===== src/rtl/jac1_pkg.sv =====
// Shared types and helpers for the JAC1 reg_val UART observer.
package jac1_pkg;

  typedef enum logic [1:0] {
    IDLE  = 2'd0,
    START = 2'd1,
    DATA  = 2'd2,
    STOP  = 2'd3
  } tx_state_t;

  localparam logic UART_IDLE_LVL = 1'b1;
  localparam logic START_LVL     = 1'b0;

  // Ceiling log2, never below 1 so it can always size a counter or pointer.
  function automatic int clog2(input int v);
    int r;
    r = 0;
    while ((1 << r) < v) r++;
    return (r < 1) ? 1 : r;
  endfunction

endpackage


===== src/rtl/jac1_sync_fifo.sv =====
// First-word-fall-through synchronous FIFO. Pointers carry one extra wrap
// bit so full and empty are told apart without a separate count.
module jac1_sync_fifo
  import jac1_pkg::*;
#(
  parameter int DataWidth = 8,
  parameter int FifoDepth = 4
) (
  input  logic                 clk,
  input  logic                 sys_res_n,
  input  logic                 push,
  input  logic                 pop,
  input  logic [DataWidth-1:0] din,
  output logic [DataWidth-1:0] dout,
  output logic                 full,
  output logic                 empty
);

  localparam int AW = clog2(FifoDepth);

  logic [DataWidth-1:0] mem [FifoDepth];
  logic [AW:0]          wp;
  logic [AW:0]          rp;
  logic                 wr_en;
  logic                 rd_en;

  // A write into a full FIFO is legal only when the head leaves the same cycle.
  assign wr_en = push & (~full | pop);
  assign rd_en = pop & ~empty;

  assign empty = (wp == rp);
  assign full  = (wp[AW] != rp[AW]) && (wp[AW-1:0] == rp[AW-1:0]);
  assign dout  = mem[rp[AW-1:0]];

  // Pointer update; reset flushes the queue without touching storage.
  always_ff @(posedge clk or negedge sys_res_n) begin
    if (!sys_res_n) begin
      wp <= '0;
      rp <= '0;
    end else begin
      if (wr_en) wp <= wp + 1'b1;
      if (rd_en) rp <= rp + 1'b1;
    end
  end

  // Storage write; contents are don't-care while the pointers say empty.
  always_ff @(posedge clk) begin
    if (wr_en) mem[wp[AW-1:0]] <= din;
  end

endmodule


===== src/rtl/jac1_regval_uart_tx.sv =====
// Watches the JAC1 reg_val bus, queues each new value and sends it out as
// a start / DataWidth data bits LSB first / stop UART frame on tx.
module jac1_regval_uart_tx
  import jac1_pkg::*;
#(
  parameter int DataWidth = 8,
  parameter int ClkDiv    = 4,
  parameter int FifoDepth = 4
) (
  input  logic                 clk,
  input  logic                 sys_res_n,
  input  logic [DataWidth-1:0] reg_val,
  output logic                 tx,
  output logic                 busy,
  output logic                 overflow
);

  localparam int CW = clog2(ClkDiv);
  localparam int IW = clog2(DataWidth);
  localparam logic [CW-1:0] CNT_MAX = CW'(ClkDiv - 1);
  localparam logic [IW-1:0] IDX_MAX = IW'(DataWidth - 1);

  tx_state_t            state;
  logic [CW-1:0]        cnt;
  logic [IW-1:0]        idx;
  logic [DataWidth-1:0] shreg;
  logic [DataWidth-1:0] shreg_nx;
  logic [DataWidth-1:0] prev_val;
  logic [DataWidth-1:0] fifo_dout;
  logic                 fifo_full;
  logic                 fifo_empty;
  logic                 chg;
  logic                 push;
  logic                 pop;
  logic                 cnt_end;

  // prev_val resets to 0, so a zero first value never counts as a change.
  assign chg     = (reg_val != prev_val);
  assign cnt_end = (cnt == CNT_MAX);
  // Pop when idle, or at the last stop cycle so frames run back to back.
  assign pop     = ~fifo_empty & ((state == IDLE) | ((state == STOP) & cnt_end));
  assign push    = chg & (~fifo_full | pop);
  assign busy    = (state != IDLE) | ~fifo_empty;
  assign shreg_nx = shreg >> 1;

  jac1_sync_fifo #(
    .DataWidth (DataWidth),
    .FifoDepth (FifoDepth)
  ) u_fifo (
    .clk       (clk),
    .sys_res_n (sys_res_n),
    .push      (push),
    .pop       (pop),
    .din       (reg_val),
    .dout      (fifo_dout),
    .full      (fifo_full),
    .empty     (fifo_empty)
  );

  // Change detector; a dropped change still advances prev_val.
  always_ff @(posedge clk or negedge sys_res_n) begin
    if (!sys_res_n) begin
      prev_val <= '0;
      overflow <= 1'b0;
    end else begin
      prev_val <= reg_val;
      if (chg && !push) overflow <= 1'b1;
    end
  end

  // Frame sequencer; tx is driven from a flop so the line never glitches.
  always_ff @(posedge clk or negedge sys_res_n) begin
    if (!sys_res_n) begin
      state <= IDLE;
      cnt   <= '0;
      idx   <= '0;
      shreg <= '0;
      tx    <= UART_IDLE_LVL;
    end else begin
      cnt <= ((state == IDLE) || cnt_end) ? '0 : cnt + 1'b1;
      case (state)
        IDLE: begin
          tx <= UART_IDLE_LVL;
          if (pop) begin
            shreg <= fifo_dout;
            state <= START;
            tx    <= START_LVL;
          end
        end
        START: begin
          if (cnt_end) begin
            state <= DATA;
            idx   <= '0;
            tx    <= shreg[0];
          end
        end
        DATA: begin
          if (cnt_end) begin
            if (idx == IDX_MAX) begin
              state <= STOP;
              tx    <= UART_IDLE_LVL;
            end else begin
              idx   <= idx + 1'b1;
              shreg <= shreg_nx;
              tx    <= shreg_nx[0];
            end
          end
        end
        STOP: begin
          if (cnt_end) begin
            if (pop) begin
              shreg <= fifo_dout;
              state <= START;
              tx    <= START_LVL;
            end else begin
              state <= IDLE;
              tx    <= UART_IDLE_LVL;
            end
          end
        end
        default: begin
          state <= IDLE;
          tx    <= UART_IDLE_LVL;
        end
      endcase
    end
  end

endmodule

===== config.mk =====
export PLATFORM = sky130hd
export DESIGN_NAME = jac1_regval_uart_tx
export DESIGN_NICKNAME = d
export VERILOG_FILES = /design/src/rtl/jac1_pkg.sv /design/src/rtl/jac1_sync_fifo.sv /design/src/rtl/jac1_regval_uart_tx.sv
export SDC_FILE = /design/constraint.sdc
export NUM_CORES = 1
export LEC_CHECK = 0
export ABC_AREA = 1
export CAP_MARGIN = 10
export CORE_AREA = 8 8 101 103
export CTS_CLUSTER_DIAMETER = 150
export DETAILED_ROUTE_END_ITERATION = 8
export DIE_AREA = 0 0 109 111
export GPL_ROUTABILITY_DRIVEN = 0
export GPL_TIMING_DRIVEN = 0
export HOLD_SLACK_MARGIN = 0.02
export PLACE_DENSITY = 0.56
export SLEW_MARGIN = 10
export SYNTH_ARGS = -nofsm -noshare
export SYNTH_HDL_FRONTEND = slang
export SYNTH_SLANG_ARGS = --single-unit

===== constraint.sdc =====
create_clock -name clk -period 5.55 [get_ports clk]
set_input_delay 1.11 -clock clk [delete_from_list [all_inputs] [get_ports clk]]
set_output_delay 1.11 -clock clk [all_outputs]
set_load 0.02 [all_outputs]

==> flow_metrics.env <==
export IMPL_status="complete, no violations"
export IMPL_dp_hpwl_mm=3.642
export IMPL_irDropWorstVdd_uv=222.2
export IMPL_fmax_mhz=322.6
export IMPL_die_h_um=111
export IMPL_top_usage_layer="met2"
export IMPL_crit_chain="inv_1 -> ha_1 -> nand4_1 -> clkdlybuf4s50_1"
export IMPL_viasPerCell=4.680
export IMPL_hold_violations=0
export IMPL_met3_usage=0.02965
export IMPL_post_route_util=0.3932
export IMPL_min_from="cnt[0]"
export IMPL_relSlewSlack=0.4061
export IMPL_via_count=1942
export IMPL_fin_crit_ns=3.100
export IMPL_fin_nets=326
export IMPL_die_area_um2=12100
export IMPL_cp_max_fo=6
export IMPL_netlist_instances=279
export IMPL_cts_resized=0
export IMPL_synth_net_count=303
export IMPL_pre_cts_ws_ns=2.166
export IMPL_drt_iter0_drc=65
export IMPL_initial_core_util=0.3426
export IMPL_crit_required_ns=4.44
export IMPL_syn_avg_cell_area_um2=10.50
export IMPL_core_um2=8551
export IMPL_final_cells=415
export IMPL_ctsRootBufferMaster="clkbuf_8"
export IMPL_critPathCaptureType="output pin"
export IMPL_slew_violations=0
export IMPL_fin_tns_setup_ns=0
export IMPL_met1_usage=0.1180
export IMPL_tightest_slew_ns=0.8876
export IMPL_criticalPathCategory="reg -> out"
export IMPL_rsz0062_at_grt="no"
export IMPL_post_cts_buffers=0
export IMPL_synth_area_leader_cell="edfxtp_1"
export IMPL_slowest_delay_ns=0.64
export IMPL_portBuffers=12
export IMPL_power_leakage_nw=1.465
export IMPL_worst_setup_path_start_kind="register"
export IMPL_powerDensity_nw_per_um2=596.1
export IMPL_drtAntennaViolNets=0
export IMPL_crit_start="state[0]"
export IMPL_clock_sinks=63
export IMPL_placed_area_um2=3179
export IMPL_arrival_ns=1.99
export IMPL_num_antenna_cells=0
export IMPL_h_tree_depth=3
export IMPL_post_route_period_util=0.5586
export IMPL_dr_pass1_iters=6
export IMPL_fin_ws_ns=2.450
export IMPL_chipWidth_um=109
export IMPL_synthTopCellsByArea="edfxtp_1 (33%), dfrtp_1 (26%), nand2_1 (11%), nand3_1 (6.5%), ha_1 (6.0%)"
export IMPL_synth_seq_area_share=0.5933
export IMPL_synth_seq_cells=63
export IMPL_holdWs_ns=0.4410
export IMPL_fin_skew_ns=0.01137
export IMPL_std_cell_rows=34
export IMPL_holdBufCountCts=0
export IMPL_grt_pass1_vias=2035
export IMPL_drive_above_1_share=0.1336
export IMPL_setup_violations=0
export IMPL_post_place_cells=399
export IMPL_io_pins=13
export IMPL_routedWlPerCell_um=13.15
export IMPL_critPathBufInv=2
export IMPL_fin_area_um2=3362
export IMPL_grt_max_degree=32
export IMPL_yosysWarnings=0
export IMPL_cts_inserted_buffers=9
export IMPL_routed_wl_mm=5.456
export IMPL_power_mw=2.004
export IMPL_max_cap_violations=0
export IMPL_syn_to_final_growth_pct=14.78
export IMPL_grt_pass1_wl_mm=9.439
export IMPL_synthesis_area_um2=2929
export IMPL_synth_cell_types=32
export IMPL_clk_path_buf_depth=2
export IMPL_timing_rr_start="state[1]"
export IMPL_crit_slowest_cell="clkdlybuf4s50_1"
export IMPL_clock_latency_ns=0.35
export IMPL_use_met2=0.1599
export IMPL_cts_clk_slew_worst_paths_ns=0.07
export IMPL_drc_errors=0
export IMPL_synth_top_cell_area_share=0.3281
export IMPL_antenna_found_initial=0
export IMPL_cts_tree="done"
export IMPL_gr_total_overflow=0
export IMPL_worst_hold_path_type="reg -> reg"
export IMPL_grt_usage=0.1009
export IMPL_crit_family="buffers and inverters"
power by group:
group | internal [mW] | leakage [nW] | switching (mW)
registers | 0.691 | 0.672 | 0.0791
logic | 0.307 | 0.709 | 0.560
clock network | 0.175 | 0.0849 | 0.192
sequential cells by signal (all words and copies together) (netlist names):
| register | cells |
|---|---|
| cnt | 2 |
| idx | 3 |
| overflow | 1 |
| prev_val | 8 |
| shreg | 8 |
| state | 2 |
| tx | 1 |
| u_fifo.mem | 32 |
| u_fifo.rp | 3 |
| u_fifo.wp | 3 |
worst paths after layout:
| kind | depth (start not counted) | slack [ns] | end |
|---|---|---|---|
| hold / removal | 1 | 0.44 | cnt[0] |
| setup reg to reg | 7 | 3.13 | u_fifo.mem[3][5] |
| hold reg to reg | 1 | 0.44 | cnt[0] |
| min in group asynchronous | 1 | 0.83 | shreg[4] |
| setup / recovery | 4 | 2.45 | busy |
| max in group asynchronous | 1 | 4.23 | u_fifo.wp[1] |
layout make-up:
type	instances	area, µm²
fill	853	5189
sequential	63	1738
multi-input combinational	191	1072
clock buffer	10	137.6
tap	108	135.1
timing repair buffer	12	115.1
inverter	18	68.82
buffer	7	50.05
clock inverter	6	45.04
layer usage:
| layer | vias to the layer above | part of all wire |
|---|---|---|
| li1 | 973 | - |
| met1 | 923 | 0.47 |
| met2 | 31 | 0.47 |
| met3 | 15 | 0.035 |
| met4 | 0 | 0.026 |
| met5 | - | 0 |
layout by cell type (no fill, tap or decap):
cell type,instances
clkinv_4,1
nand3_1,38
o21ai_0,3
inv_2,3
clkinvlp_4,3
inv_6,1
nand2_4,5
a32o_1,2
xnor2_1,8
o2111ai_1,1
buf_4,1
nand2_1,89
clkdlybuf4s50_1,11
clkinv_2,2
buf_6,2
nor3b_4,1
clkbuf_8,10
nand4_1,1
edfxtp_1,32
xor2_1,3
nor2_1,12
a21oi_2,1
dfrtp_1,30
o211ai_1,1
nand3_2,1
nor3b_1,1
nor2_2,1
xnor2_2,1
nor3_1,1
o21bai_2,1
nand2_2,1
nand3b_1,1
ha_1,14
buf_2,5
a21oi_1,4
dfstp_2,1
inv_1,14
cell usage after synthesis:
| cell type | n |
|---|---|
| nand2_1 | 89 |
| nand3_1 | 38 |
| edfxtp_1 | 32 |
| dfrtp_1 | 30 |
| ha_1 | 14 |
| inv_1 | 14 |
| nor2_1 | 12 |
| xnor2_1 | 8 |
| nand2_4 | 5 |
| a21oi_1 | 4 |
| buf_2 | 4 |
| inv_2 | 3 |
| o21ai_0 | 3 |
| xor2_1 | 3 |
| a32o_1 | 2 |
| buf_6 | 2 |
| a21oi_2 | 1 |
| buf_4 | 1 |
| clkinv_2 | 1 |
| dfstp_2 | 1 |
| nand2_2 | 1 |
| nand3_2 | 1 |
| nand3b_1 | 1 |
| nand4_1 | 1 |
| nor2_2 | 1 |
| nor3_1 | 1 |
| nor3b_1 | 1 |
| nor3b_4 | 1 |
| o2111ai_1 | 1 |
| o211ai_1 | 1 |
| o21bai_2 | 1 |
| xnor2_2 | 1 |
kinds of logic (layout without fill, tap and decap cells):
group                      Yosys count  in the layout  synth area share
DFF                                 63             63            0.5933
adders and majority gates           14             14           0.05980
xor gates and xnor gates            12             12           0.03845
AOI/OAI and AO/OA                   13             13           0.03118
and+or+nand+nor                    152            152            0.2367
buffers and inverters               25             53           0.04058
(Power assumes the default switching activity.)
